<file path="src/rtl/ps2_packet_framer_if.sv">
// Byte-stream-in / packet-out bundle between a PS/2 byte source and the packet framer.
// The master drives the byte stream; the slave (framer) returns done, pkt_data and err.
interface ps2_packet_framer_if #(
    parameter int PKT_BYTES = 3,
    parameter int BYTE_W    = 8
);
    logic [BYTE_W-1:0]           in;
    logic                        in_valid;
    logic                        done;
    logic [PKT_BYTES*BYTE_W-1:0] pkt_data;
    logic                        err;

    modport master (
        output in,
        output in_valid,
        input  done,
        input  pkt_data,
        input  err
    );

    modport slave (
        input  in,
        input  in_valid,
        output done,
        output pkt_data,
        output err
    );
endinterface

</file>
<file path="src/rtl/ps2_packet_framer.sv">
// Hunts for a byte with the sync bit set, gathers PKT_BYTES bytes, then publishes them as one word with a done pulse.
// Latency: done and pkt_data one cycle after the final byte. There is no backpressure; bytes are taken whenever in_valid is high.
// Optional idle abort inside a packet is enabled by defining PS2_FRAMER_TIMEOUT_EN.
module ps2_packet_framer #(
    parameter int PKT_BYTES   = 3,
    parameter int BYTE_W      = 8,
    parameter int SYNC_BIT    = 3,
    parameter int TIMEOUT_CYC = 16
) (
    input  logic                clk,
    input  logic                resetn,
    ps2_packet_framer_if.slave  bus
);
    localparam int CNT_W = $clog2(PKT_BYTES);
    localparam int PKT_W = PKT_BYTES * BYTE_W;

    typedef enum logic {
        SEEK    = 1'b0,
        COLLECT = 1'b1
    } state_t;

    state_t             state_q, state_d;
    logic [CNT_W-1:0]   cnt_q, cnt_d;
    logic [PKT_W-1:0]   asm_q, asm_d;
    logic [PKT_W-1:0]   pkt_q, pkt_d;
    logic               done_q, done_d;
    logic               take;
    logic               last;
    logic               tmo_hit;
    int                 lane;

    // In COLLECT every valid byte is taken; in SEEK only a sync-marked one.
    assign take = bus.in_valid && ((state_q == COLLECT) || bus.in[SYNC_BIT]);
    assign last = bus.in_valid && (state_q == COLLECT) &&
                  (cnt_q == CNT_W'(PKT_BYTES - 1));

`ifdef PS2_FRAMER_TIMEOUT_EN
    localparam int TMO_W = $clog2(TIMEOUT_CYC + 1);

    logic [TMO_W-1:0] tmo_q, tmo_d;
    logic             err_q;

    // A byte arriving on the limit cycle wins because tmo_hit requires !in_valid.
    assign tmo_hit = (state_q == COLLECT) && !bus.in_valid &&
                     (tmo_q == TMO_W'(TIMEOUT_CYC - 1));

    always_comb begin
        tmo_d = '0;
        if ((state_q == COLLECT) && !bus.in_valid && !tmo_hit)
            tmo_d = tmo_q + 1'b1;
    end

    always_ff @(posedge clk) begin
        if (!resetn) begin
            tmo_q <= '0;
            err_q <= 1'b0;
        end else begin
            tmo_q <= tmo_d;
            err_q <= tmo_hit;
        end
    end
`else
    assign tmo_hit = 1'b0;
`endif

    always_ff @(posedge clk) begin
        if (!resetn)
            state_q <= SEEK;
        else
            state_q <= state_d;
    end

    always_comb begin
        state_d = state_q;
        case (state_q)
            SEEK:    if (take) state_d = COLLECT;
            COLLECT: if (last || tmo_hit) state_d = SEEK;
            default: state_d = SEEK;
        endcase
    end

    // Byte cnt lands in lane PKT_BYTES-1-cnt so byte 0 ends up in the MSBs.
    always_comb begin
        cnt_d  = cnt_q;
        asm_d  = asm_q;
        pkt_d  = pkt_q;
        done_d = 1'b0;
        lane   = PKT_BYTES - 1 - int'(cnt_q);
        if (take) begin
            asm_d[lane*BYTE_W +: BYTE_W] = bus.in;
            cnt_d = cnt_q + 1'b1;
        end
        if (last) begin
            pkt_d  = asm_d;
            cnt_d  = '0;
            done_d = 1'b1;
        end
        if (tmo_hit)
            cnt_d = '0;
    end

    always_comb begin
        bus.done     = done_q;
        bus.pkt_data = pkt_q;
`ifdef PS2_FRAMER_TIMEOUT_EN
        bus.err      = err_q;
`else
        bus.err      = 1'b0;
`endif
    end

    always_ff @(posedge clk) begin
        if (!resetn) begin
            cnt_q  <= '0;
            asm_q  <= '0;
            pkt_q  <= '0;
            done_q <= 1'b0;
        end else begin
            cnt_q  <= cnt_d;
            asm_q  <= asm_d;
            pkt_q  <= pkt_d;
            done_q <= done_d;
        end
    end
endmodule

</file>
<file path="src/flat_wrapper.sv">
// flat-port wrapper written by rule: the top's interface ports become plain ports
module ps2_packet_framer_flat 
#(
    parameter int PKT_BYTES   = 3,
    parameter int BYTE_W      = 8,
    parameter int SYNC_BIT    = 3,
    parameter int TIMEOUT_CYC = 16
)
  (clk, resetn, bus_in, bus_in_valid, bus_done, bus_pkt_data, bus_err);
  ps2_packet_framer_if #(.PKT_BYTES(PKT_BYTES), .BYTE_W(BYTE_W)) bus_i ();
  input  logic clk;
  input  logic resetn;
  input wire logic [$bits(bus_i.in)-1:0] bus_in;
  input wire logic [$bits(bus_i.in_valid)-1:0] bus_in_valid;
  output wire logic [$bits(bus_i.done)-1:0] bus_done;
  output wire logic [$bits(bus_i.pkt_data)-1:0] bus_pkt_data;
  output wire logic [$bits(bus_i.err)-1:0] bus_err;
  assign bus_i.in = bus_in;
  assign bus_i.in_valid = bus_in_valid;
  assign bus_done = bus_i.done;
  assign bus_pkt_data = bus_i.pkt_data;
  assign bus_err = bus_i.err;
  ps2_packet_framer #(.PKT_BYTES(PKT_BYTES), .BYTE_W(BYTE_W), .SYNC_BIT(SYNC_BIT), .TIMEOUT_CYC(TIMEOUT_CYC)) u_core (.clk(clk), .resetn(resetn), .bus(bus_i));
endmodule
</file>
<file path="config.mk">
export PLATFORM = sky130hd
export DESIGN_NAME = ps2_packet_framer_flat
export DESIGN_NICKNAME = d
export VERILOG_FILES = /design/src/rtl/ps2_packet_framer_if.sv /design/src/rtl/ps2_packet_framer.sv /design/src/flat_wrapper.sv
export SDC_FILE = /design/constraint.sdc
export NUM_CORES = 1
export LEC_CHECK = 0
export ABC_AREA = 1
export BUFFER_PORTS_ARGS = -buffer_cell sky130_fd_sc_hd__buf_4
export CAP_MARGIN = 5
export CORE_UTILIZATION = 51
export DETAILED_ROUTE_END_ITERATION = 10
export GPL_TIMING_DRIVEN = 0
export HOLD_SLACK_MARGIN = 0.15
export PLACE_DENSITY_LB_ADDON = 0.3
export SYNTH_ARGS = -nofsm -noshare
export SYNTH_HDL_FRONTEND = slang
export SYNTH_SLANG_ARGS = --single-unit
</file>
<file path="constraint.sdc">
create_clock -name clk -period 4.1 [get_ports clk]
set_input_delay 1.23 -clock clk [delete_from_list [all_inputs] [get_ports clk]]
set_output_delay 1.23 -clock clk [all_outputs]
set_load 0.01 [all_outputs]
</file>
==> reports/results.tsv <==
metric	value	unit
Final Worst Setup Slack	2.09	ns
critical path peak fanout	2	
DRT antenna net count	0	
Yosys cell types	19	
share of cells above drive strength 1	18.5	%
Slew Viols, Final	0	
vias in the first global route	1612	
crit path from	u_core.bus.pkt_data[23]	
WL met3	217	µm
Die X	67.4	µm
Max Used Layer	met4	
FF+latch count, synth	52	
Clock Skews	0.00864	ns
clk_lat worst skew	0.31	ns
RSZ-0062 raised after global routing	false	
status	completed	
# IOs	37	
CP endpoint kind	output pin	
Post-synth top cells	nand2_1, dfxtp_1, a21oi_1, inv_1, nor2_1	
Peak VDD IR	0.159	mV
WP data required	2.87	ns
total core area	4060	µm²
setup slack, reg-to-reg	2.33	ns
DR iter-0 viols	102	
number of setup buffers added after CTS	0	
CP peak stage delay	0.35	ns
Initial Utilization	53.7	%
Resize count post-CTS	0	
Max Fclk	498	MHz
Setup crit end	bus_pkt_data[23]	
Pre-antenna DRT Iters	4	
initial antenna violation count	0	
Worst EP arrival	0.78	ns
Met1 Wirelength	1.96	mm
Ant. Diodes	0	
Yosys top cell by area	dfxtp_1	
Final Hold Viols	0	
Placement Setup Slack	1.81	ns
global-route wire length before repair	6.95	mm
Mapped Cells	298	
worst-path cell chain	buf_4	
synth warn	0	
multi-input logic area	978	µm²
Register Area	1040	µm²
leak pwr	1.32	nW
Least-Margin Pin Slew	0.515	ns
worst hold path startpoint	u_core.bus.pkt_data[10]	
most common cell in the netlist	nand2_1	
fill count	385	
sequential-to-total area share from yosys stat	47.8	%
Worst R2R Start	u_core.cnt_q[0]	
Overflow after GRT	0	
Setup TNS Final	0	ns
Reg2Reg Depth	10	
synth top area cells	dfxtp_1, nand2_1, a21oi_1	
PortBufs	35	
delay-heaviest family, CP	flip-flops	
DP Wirelength	3.13	mm
post-route minimum period	2.01	ns
CTS tree	yes	
# DRC	0	
DIE HEIGHT	67.4	µm
Synth Area per Inst	7.31	µm²
Mapped Nets	314	
layout net count	356	
clk root buf	clkbuf_8	
fin crit share	49.0	%
Bufs and invs on worst path	1	
Routed WL per cell	10.8	µm
GRT Total Usage	21.3	%
htree depth	2	
largest net degree at the start of global routing	16	
Reg-to-Reg End	u_core.bus.pkt_data[22]	
number of max-cap violations	0	
Critical-path top delay cell	dfxtp_1	
Row Count	23	
Layout Area Growth over Synthesis	19.2	%
die area	4540	µm²
Placer Congestion	0.839	
CTS buffer count	5	
Post-CTS Hold Fix Bufs	0	
# setup viols final	0	
kind of critical path	register to output pin	
Netlist Area Pre-Place	2180	µm²
vias	1855	
WL final	4.23	mm
clock sink count	52	
Tightest Hold Check Type	register to register	
Post-synth EDFFs	0	
Async SR Flop Fraction	0	%
CP Launch Type	register	
Vias per Instance	4.74	
Worst slew margin	65.7	%
Critical Path Stages	1	
Clock Path Buffers	2	
share of the synthesized area in the top cell type	47.8	%
PD cells	349	nW/µm²
clk slew on worst S/H paths	0.09	ns
ys flop type	dfxtp_1	
metal2 WL	1.95	mm
registers in the layout (all words and copies together) (netlist names):
name                 cells
u_core.asm_q            24
u_core.bus.pkt_data     24
u_core.cnt_q             2
u_core.bus.done          1
u_core.state_q           1
placed cells by master, fill, tap and decap left out, drive strengths merged:
| cell | n |
|---|---|
| clkinvlp | 1 |
| nand2 | 146 |
| dfxtp | 52 |
| nor2 | 22 |
| ha | 5 |
| clkbuf | 10 |
| nand3b | 1 |
| a21oi | 20 |
| conb | 1 |
| nand3 | 18 |
| buf | 40 |
| inv | 25 |
area by class of cell:
cell class | count | share of cell area, %
Buffer | 8 | 2.55
Clock buffer | 7 | 3.32
Clock inverter | 1 | 0.289
Inverter | 25 | 3.61
Multi-Input combinational cell | 213 | 37.7
Sequential cell | 52 | 40.1
Tap cell | 50 | 2.41
Timing Repair Buffer | 35 | 10.1
how the worst min path moves through the flow:
| stage | to | depth (start not counted) |
|---|---|---|
| floorplan | u_core.asm_q[3] | 2 |
| global placement | u_core.bus.pkt_data[20] | 2 |
| detailed placement | u_core.bus.pkt_data[6] | 2 |
| CTS | u_core.bus.pkt_data[6] | 2 |
| global route | u_core.bus.pkt_data[14] | 2 |
| finish | u_core.bus.pkt_data[10] | 2 |
layer usage:
layer  GRT usage, %  vias to the layer above
met2           34.4                       39
met3           5.91                        9
met5              0                        -
met1           25.9                      813
met4           10.4                        0
li1               -                      994
where the power goes:
group	total (mW)	internal (mW)	switching, mW	leakage, nW
combinational	0.0823	0.0279	0.0544	0.856
sequential	0.517	0.513	0.00438	0.420
clock	0.308	0.137	0.170	0.0445
worst register-to-register path: stages (launching register included):
cell	delay, ns
dfxtp_1	0.43
inv_1	0.14
ha_1	0.28
nor2_1	0.20
nor2_4	0.09
buf_4	0.17
nor2_1	0.16
nand2_1	0.10
nand2_1	0.07
nand2_1	0.04
nand2_1	0.05
metrics by stage:
stage	cell area (µm²)	total power [mW]	instances	hold slack, ns	utilization, %
final	2600	0.908	391	0.453	64.0
after global routing	2600	0.945	391	0.475	64.0
after CTS	2600	0.910	391	0.456	64.0
after detailed placement	2500	0.611	383	0.440	61.7
after global placement	2500	0.610	383	0.437	61.7
after floorplan	2180	0.586	298	0.447	-
cells by family after synthesis:
kind of cell | count (synthesis) | share of synthesized area, %
compound gates | 20 | 4.59
fa+ha+maj | 5 | 2.87
buf+inv | 33 | 7.35
flops | 52 | 47.8
other cells | 1 | 0.172
simple gates | 187 | 37.3
(Power assumes the default switching activity.)
